[config.mk]
export PLATFORM = sky130hd
export DESIGN_NAME = uart_cmd_frame_tx
export DESIGN_NICKNAME = d
export VERILOG_FILES = /design/src/rtl/uart_cmd_frame_tx.sv
export SDC_FILE = /design/constraint.sdc
export NUM_CORES = 1
export LEC_CHECK = 0
export BUFFER_PORTS_ARGS = -buffer_cell sky130_fd_sc_hd__buf_2
export CORE_MARGIN = 4
export CORE_UTILIZATION = 54
export DETAILED_ROUTE_END_ITERATION = 16
export PLACE_DENSITY = 0.89
export SLEW_MARGIN = 15
export SYNTH_ARGS = -nofsm -noshare
export SYNTH_HDL_FRONTEND = slang
export SYNTH_SLANG_ARGS = --single-unit
[constraint.sdc]
create_clock -name clk -period 4.9 [get_ports clk]
set_clock_uncertainty 0.05 [all_clocks]
set_input_delay 0.49 -clock clk [delete_from_list [all_inputs] [get_ports clk]]
set_output_delay 0.49 -clock clk [all_outputs]
set_load 0.01 [all_outputs]
[src/rtl/uart_cmd_frame_tx.sv]
// uart_cmd_frame_tx
// Host-side initiator for the coprocessor's 18-byte UART command protocol.
// A command byte plus a 128-bit payload is accepted over valid/ready.
// The block then sends the frame {cmd, payload MSB byte first, cmd} as 8N1 UART, LSB first.
// Optional build macro UART_FRAME_TX_GAP_EN adds GAP_BITS idle bit-times
// after the stop bit of bytes 0..16. When the macro is absent, bytes go back-to-back.
module uart_cmd_frame_tx #(
    parameter int CLK_FREQ  = 103_340_000,
    parameter int BAUD_RATE = 9600,
    parameter int GAP_BITS  = 2
) (
    input  logic         clk,
    input  logic         reset_n,
    input  logic         cmd_valid,
    output logic         cmd_ready,
    input  logic [7:0]   cmd_byte,
    input  logic [127:0] cmd_payload,
    output logic         tx,
    output logic         busy,
    output logic         frame_done,
    output logic [4:0]   byte_idx
);

    // CLKS_PER_BIT must be >= 4 so the bit timer is at least two bits wide.
    localparam int               CLKS_PER_BIT = CLK_FREQ / BAUD_RATE;
    localparam int               TMR_W        = $clog2(CLKS_PER_BIT);
    localparam logic [TMR_W-1:0] TMR_LAST     = TMR_W'(CLKS_PER_BIT - 1);
    localparam logic [4:0]       LAST_BYTE    = 5'd17;

`ifdef UART_FRAME_TX_GAP_EN
    // GAP_BITS must be >= 1 when the gap is enabled.
    localparam int               GAP_W    = (GAP_BITS > 1) ? $clog2(GAP_BITS) : 1;
    localparam logic [GAP_W-1:0] GAP_LAST = GAP_W'(GAP_BITS - 1);
`endif

    typedef enum logic [2:0] {
        S_IDLE  = 3'd0,
        S_START = 3'd1,
        S_DATA  = 3'd2,
        S_STOP  = 3'd3,
`ifdef UART_FRAME_TX_GAP_EN
        S_GAP   = 3'd5,
`endif
        S_DONE  = 3'd4
    } state_t;

    state_t             state_q, state_d;
    logic [TMR_W-1:0]   tmr_q, tmr_d;
    logic [2:0]         bit_q, bit_d;
    logic [4:0]         byte_q, byte_d;
    logic [143:0]       shreg_q, shreg_d;
    logic               tx_q, tx_d;
    logic               tmr_wrap;
    logic [7:0]         cur_byte;
`ifdef UART_FRAME_TX_GAP_EN
    logic [GAP_W-1:0]   gap_q, gap_d;
`endif

    // Next-state logic.
    // tx_d is computed from the next state, so the line register
    // changes on the same edge as the state it represents.
    always_comb begin
        state_d  = state_q;
        tmr_d    = tmr_q;
        bit_d    = bit_q;
        byte_d   = byte_q;
        shreg_d  = shreg_q;
        tx_d     = 1'b1;
        cur_byte = 8'h00;
`ifdef UART_FRAME_TX_GAP_EN
        gap_d    = gap_q;
`endif
        tmr_wrap = (tmr_q == TMR_LAST);

        // The bit timer only runs while a bit (or gap bit-time) is on the line.
        if (state_q != S_IDLE && state_q != S_DONE) begin
            tmr_d = tmr_wrap ? '0 : tmr_q + 1'b1;
        end

        case (state_q)
            S_IDLE: begin
                if (cmd_valid) begin
                    state_d = S_START;
                    tmr_d   = '0;
                    shreg_d = {cmd_byte, cmd_payload, cmd_byte};
                end
            end
            S_START: begin
                if (tmr_wrap) begin
                    state_d = S_DATA;
                    bit_d   = 3'd0;
                end
            end
            S_DATA: begin
                if (tmr_wrap) begin
                    bit_d = bit_q + 3'd1;
                    if (bit_q == 3'd7) begin
                        state_d = S_STOP;
                    end
                end
            end
            S_STOP: begin
                if (tmr_wrap) begin
                    if (byte_q == LAST_BYTE) begin
                        state_d = S_DONE;
                        byte_d  = 5'd0;
                    end else begin
                        byte_d  = byte_q + 5'd1;
                        shreg_d = {shreg_q[135:0], 8'h00};
`ifdef UART_FRAME_TX_GAP_EN
                        state_d = S_GAP;
                        gap_d   = '0;
`else
                        state_d = S_START;
`endif
                    end
                end
            end
`ifdef UART_FRAME_TX_GAP_EN
            S_GAP: begin
                if (tmr_wrap) begin
                    if (gap_q == GAP_LAST) begin
                        state_d = S_START;
                    end else begin
                        gap_d = gap_q + 1'b1;
                    end
                end
            end
`endif
            S_DONE: begin
                state_d = S_IDLE;
            end
            default: begin
                state_d = S_IDLE;
            end
        endcase

        // Line level for the next cycle. The current byte always sits in the top 8 bits.
        cur_byte = shreg_d[143:136];
        case (state_d)
            S_START: tx_d = 1'b0;
            S_DATA:  tx_d = cur_byte[bit_d];
            default: tx_d = 1'b1;
        endcase
    end

    // Control state and line register.
    // Async reset forces the line idle at once and abandons any frame.
    always_ff @(posedge clk or negedge reset_n) begin
        if (!reset_n) begin
            state_q <= S_IDLE;
            tmr_q   <= '0;
            bit_q   <= 3'd0;
            byte_q  <= 5'd0;
            tx_q    <= 1'b1;
`ifdef UART_FRAME_TX_GAP_EN
            gap_q   <= '0;
`endif
        end else begin
            state_q <= state_d;
            tmr_q   <= tmr_d;
            bit_q   <= bit_d;
            byte_q  <= byte_d;
            tx_q    <= tx_d;
`ifdef UART_FRAME_TX_GAP_EN
            gap_q   <= gap_d;
`endif
        end
    end

    // Frame shift register.
    // This is data only, so it has no reset; it is loaded on accept.
    always_ff @(posedge clk) begin
        shreg_q <= shreg_d;
    end

    assign tx         = tx_q;
    assign cmd_ready  = (state_q == S_IDLE);
    assign busy       = (state_q != S_IDLE);
    assign frame_done = (state_q == S_DONE);
    assign byte_idx   = byte_q;

endmodule

# Word-level counts from Yosys, hierarchy flattened
# Index checks and enable logic that the tools add are counted.
# totals
register_bits	170
latch_bits	0
mem_bits_rw	0
romBits	0
output_inout_bits	9
word_cells	52
mem_count	0
# op_classes
addsub	3
multipliers	0
div_mod_pow	0
magnitude_cmp	1
eq_ne	13
n_shift	0
mux	22
bitwise	0
reduce_logical	6
# op_table
operator	count
144-bit 2-to-1 mux	3
144-bit one-hot mux with 2 select lines	1
14-bit 2-to-1 mux	4
3-bit 2-to-1 mux	8
14-bit by 1-bit adder with 14-bit output (second input constant)	1
14-bit == test (second input constant)	1
3-bit one-hot mux with 4 select lines	1
3-bit by 2-bit == test with 1-bit output (second input constant)	3
3-bit by 1-bit == test with 1-bit output (second input constant)	2
3-bit == test (second input constant)	2
2-bit != test (second input constant)	3
3-bit one-hot mux with 2 select lines	1
5-bit by 1-bit adder with 5-bit output (second input constant)	1
5-bit == test (second input constant)	1
5-bit 2-to-1 mux	1
3-bit by 4-bit less-than comparator with 1-bit output (second input constant)	1
4-bit AND reduction	1
3-bit by 1-bit adder with 3-bit output (second input constant)	1
1-bit binary-select mux with 3-bit select	1
3-bit logical NOT	1
3-bit != test (second input constant)	1
3-bit nonzero test	1
1-bit one-hot mux with 2 select lines	1
2-bit AND reduction	1
other kinds (3)	3

# Depth between registers and ports, before layout
# depth
depth_word	7
ltp_mapped	12
mapped_depth_nobuf	11

# Worst setup path before layout
# OpenSTA, ideal clock, no wires.
# synth_path
path_kind	register to register
from	register tmr_q[0]
to	register shreg_q[0] (enable)
setup_ns	0.488
t_arrival_ns	3.979
t_required_ns	4.362
slack_ns	0.383
path_stages_with_launch	7
n_path_buf	1
synth_period_minus_slack_ns	4.517
cell_sequence	dfrtp_1 > ha_1 > nor4bb_1 > and4b_1 > buf_6 > a41oi_4 > inv_1
# synth_between
elab_chain_cells	3
# synth_rtl
item	line_no	rtl
from (decl)	48	logic [TMR_W-1:0] tmr_q, tmr_d;
from (signal assigned)	161	tmr_q <= tmr_d;
14-bit == test	73	tmr_wrap = (tmr_q == TMR_LAST);
2-bit != test (no line)	--	
4-bit AND reduction (no line)	--	
to (signal assigned)	174	shreg_q <= shreg_d;
to (decl)	51	logic [143:0] shreg_q, shreg_d;
# No other way between the ends.
# A chain may end at the register's enable or synchronous reset.

==> metrics.log <==
[metrics] count of mapped cells out of synthesis: 477
[metrics] clock slew at the register clock pins of the worst setup and hold paths: 0.06 ns
[metrics] max capacitance violation total: 0
[metrics] number of buffers added by the clock tree synthesis step: 17
[metrics] die width: 124 µm
[metrics] final routed wirelength across all metal layers: 16.2 mm
[metrics] number of iterations in the first detailed-routing pass: 7
[metrics] post-synthesis cell type with the largest combined area: sky130_fd_sc_hd__edfxtp_1
[metrics] total setup violations reported at the end of the flow: 0
[metrics] EDFF count, synth: 136
[metrics] final hold viol count: 0
[metrics] leakage power summed over all cells: 3.43 nW
[metrics] insertion delay of the later-clocked pin in the worst-skew pair: 0.42 ns
[metrics] via count: 4,823
[metrics] status: finished, final reports clean
[metrics] initial antenna violation count: 2
[metrics] GRT Residual Overflow: 0
[metrics] number of nets with antenna violations after detailed routing: 0
[metrics] Antenna diodes: 0
[metrics] Core Area: 0.0128 mm²
[metrics] number of gates given a new drive strength after cts: 0
[metrics] total design power: 3.36 mW
[metrics] # hold bufs at CTS: 0
[metrics] number of global-route vias before repair: 4,815
[metrics] combined area of all synthesized cells: 0.00722 mm²
[metrics] minimum hold slack: 0.0233 ns
[metrics] DIE AREA: 0.0153 mm²
[metrics] Area contributors post-synth: sky130_fd_sc_hd__edfxtp_1, sky130_fd_sc_hd__a22o_1, sky130_fd_sc_hd__dfrtp_1
[metrics] placed insts: 765
[metrics] global-route wire length before repair: 24.6 mm
[metrics] post-CTS repair timing setup buffer count: 0
[metrics] Worst EP required: 5.13 ns
[metrics] Primary FF master, synth: sky130_fd_sc_hd__edfxtp_1
[metrics] unrepaired setup endpoints after global routing: no
[metrics] number of levels the H-tree was split into: 4
[metrics] initial core utilization: 0.563
[metrics] setup tns final: 0 ns
[metrics] clock tree from TritonCTS: built
[metrics] CTS Buffer Depth: 2
[metrics] DRC violation count after routing: 0
[metrics] final count of pins violating max slew: 0
[metrics] worst min-delay path class: in -> async
[metrics] cell area after placement: 0.00805 mm²
[metrics] final cell count without fillers: 795
[metrics] Worst EP arrival: 3.82 ns
[metrics] Boundary Pins: 148
[metrics] Peak Freq: 279 MHz
[metrics] syn_nets: 622
[metrics] register bit total from synthesis: 170
[metrics] synthesis-to-layout area growth: 19.7%
[metrics] relative max-transition margin: 0.340
[metrics] First DRT Iteration DRCs: 485
[metrics] Critical Path End Type: register
[metrics] unique cell type count in the Yosys netlist: 51
[metrics] CTS sink count: 170
[metrics] post-synthesis area per instance: 15.1 µm²
[metrics] pin count of the biggest net entering global routing: 137
[metrics] FF/Latch Area: 0.00490 mm²
[metrics] row count: 41
[metrics] Max Fanout on Critical Path: 66
[metrics] power density relative to cell area: 389 mW/mm²
[metrics] Routed WL per cell: 20.4 µm
[metrics] number of nets at the end of the flow: 757
[metrics] area taken by multi-input logic gates: 0.00213 mm²
[metrics] Least-Margin Pin Slew: 0.990 ns
[metrics] Async S/R FF share, synth: 0.153
[metrics] kind of critical path: reg -> reg
[metrics] fraction of final layout cells sized beyond drive strength 1: 0.315
[metrics] sequential area share after synthesis: 0.679
[metrics] share of the clock period used by the worst path: 0.732
[metrics] Critical Path Source Type: register
[metrics] total routing usage reported by global routing: 0.215
[metrics] Vias per Instance: 6.07
[metrics] height of the die: 124 µm
[metrics] leading cell type in the layout, fill and taps excluded: sky130_fd_sc_hd__buf_2
[metrics] count of warnings emitted by yosys: 0
[metrics] area of all placed cells without fillers: 0.00864 mm²
[metrics] top library cells by usage in the layout, fill and taps aside: sky130_fd_sc_hd__buf_2, sky130_fd_sc_hd__edfxtp_1, sky130_fd_sc_hd__a22o_1, sky130_fd_sc_hd__dfrtp_1, sky130_fd_sc_hd__nor2_1
[metrics] final weighted congestion in routability-driven placement: 0.937
[metrics] HPWL after detailed placement: 10.5 mm
[metrics] filler instances: 876
[metrics] Synth top area share: 0.566
[metrics] count of buffers from port buffering: 147
[metrics] post-layout min period: 3.59 ns
[metrics] worst voltage drop across the vdd grid: 0.242 mV
[metrics] library cell used as clock root buffer: sky130_fd_sc_hd__clkbuf_16
[power breakdown]
part	switching, mW	leakage (nW)	internal (mW)
Clock	0.518	0.287	0.842
Combinational	0.147	1.46	0.143
Sequential	0.0605	1.68	1.65
[cell families (layout without fill, tap and decap cells)]
group           count (synthesis)  after routing  synth area share
compound gates                158            158             0.194
xor+xnor                       13             13            0.0158
fa+ha+maj                       6              6            0.0104
buf+inv                        42            188            0.0269
flops                         170            170             0.679
mux                             7              7            0.0111
simple gates                   81             81            0.0636
[synth_stat cells, types with 2 or more instances]
cell / count
sky130_fd_sc_hd__a22o_1: 128
sky130_fd_sc_hd__nor2_1: 22
sky130_fd_sc_hd__nand2_1: 12
sky130_fd_sc_hd__nor4bb_1: 2
sky130_fd_sc_hd__nand4_1: 4
sky130_fd_sc_hd__edfxtp_1: 136
sky130_fd_sc_hd__or3_1: 2
sky130_fd_sc_hd__a21o_1: 2
sky130_fd_sc_hd__dfxtp_1: 8
sky130_fd_sc_hd__inv_1: 5
sky130_fd_sc_hd__clkbuf_1: 17
sky130_fd_sc_hd__a21oi_1: 7
sky130_fd_sc_hd__and2_1: 9
sky130_fd_sc_hd__and3_1: 5
sky130_fd_sc_hd__nor3_1: 4
sky130_fd_sc_hd__xor2_1: 10
sky130_fd_sc_hd__dfrtp_1: 25
sky130_fd_sc_hd__nor2b_1: 2
sky130_fd_sc_hd__buf_2: 15
sky130_fd_sc_hd__xnor2_1: 3
sky130_fd_sc_hd__mux2_2: 4
sky130_fd_sc_hd__a41o_1: 2
sky130_fd_sc_hd__o21ai_0: 2
sky130_fd_sc_hd__ha_1: 6
sky130_fd_sc_hd__nand3_1: 9
sky130_fd_sc_hd__buf_6: 2
sky130_fd_sc_hd__mux2i_1: 2
sky130_fd_sc_hd__buf_1: 2
sky130_fd_sc_hd__a221o_1: 8
[cell type report]
| class | count | share of cell area |
|---|---|---|
| Multi-Input combinational cell | 265 | 0.247 |
| Inverter | 6 | 0.00377 |
| Tap cell | 172 | 0.0249 |
| Timing Repair Buffer | 152 | 0.0895 |
| Clock inverter | 10 | 0.0175 |
| Clock buffer | 20 | 0.0506 |
| Sequential cell | 170 | 0.567 |
[sequential cells by signal, summed over array words and instances (netlist names)]
name	count
shreg_q	144
tmr_q	14
byte_idx	5
bit_q	3
state_q	3
tx	1
[critical path, stage by stage (launching register included)]
cell                       delay (ns)
sky130_fd_sc_hd__dfrtp_1         0.41
sky130_fd_sc_hd__ha_1            0.21
sky130_fd_sc_hd__nor4bb_1        0.40
sky130_fd_sc_hd__and4b_1         0.53
sky130_fd_sc_hd__inv_4           0.10
sky130_fd_sc_hd__nor3_4          0.81
sky130_fd_sc_hd__buf_4           0.67
sky130_fd_sc_hd__a22o_1          0.24
[worst paths after layout]
kind	startpoint	to	slack, ns	cells after the start
setup / recovery	tmr_q[0]	shreg_q[28]	1.31	7
hold / removal	reset_n	tmr_q[8]	0.02	1
setup reg to reg	tmr_q[0]	shreg_q[28]	1.31	7
hold reg to reg	shreg_q[136]	shreg_q[136]	0.44	1
max in group asynchronous	reset_n	bit_q[1]	4.39	1
min in group clk	cmd_payload[87]	shreg_q[95]	0.31	2
[metal layers]
layer / wire (µm) / track usage / vias up
li1: - / - / 2197
met1: 6670 / 0.285 / 2415
met2: 8110 / 0.348 / 188
met3: 1220 / 0.0649 / 19
met4: 163 / 0.0567 / 4
met5: 14 / 0 / -
[through the flow]
stage	setup WS (ns)	utilization
after global routing	1.05	0.673
after detailed placement	1.42	0.627
after floorplan	0.383	-
after CTS	1.32	0.673
after global placement	1.64	0.627
final	1.31	0.673
Note: power is estimated with default switching activity, not from simulation.
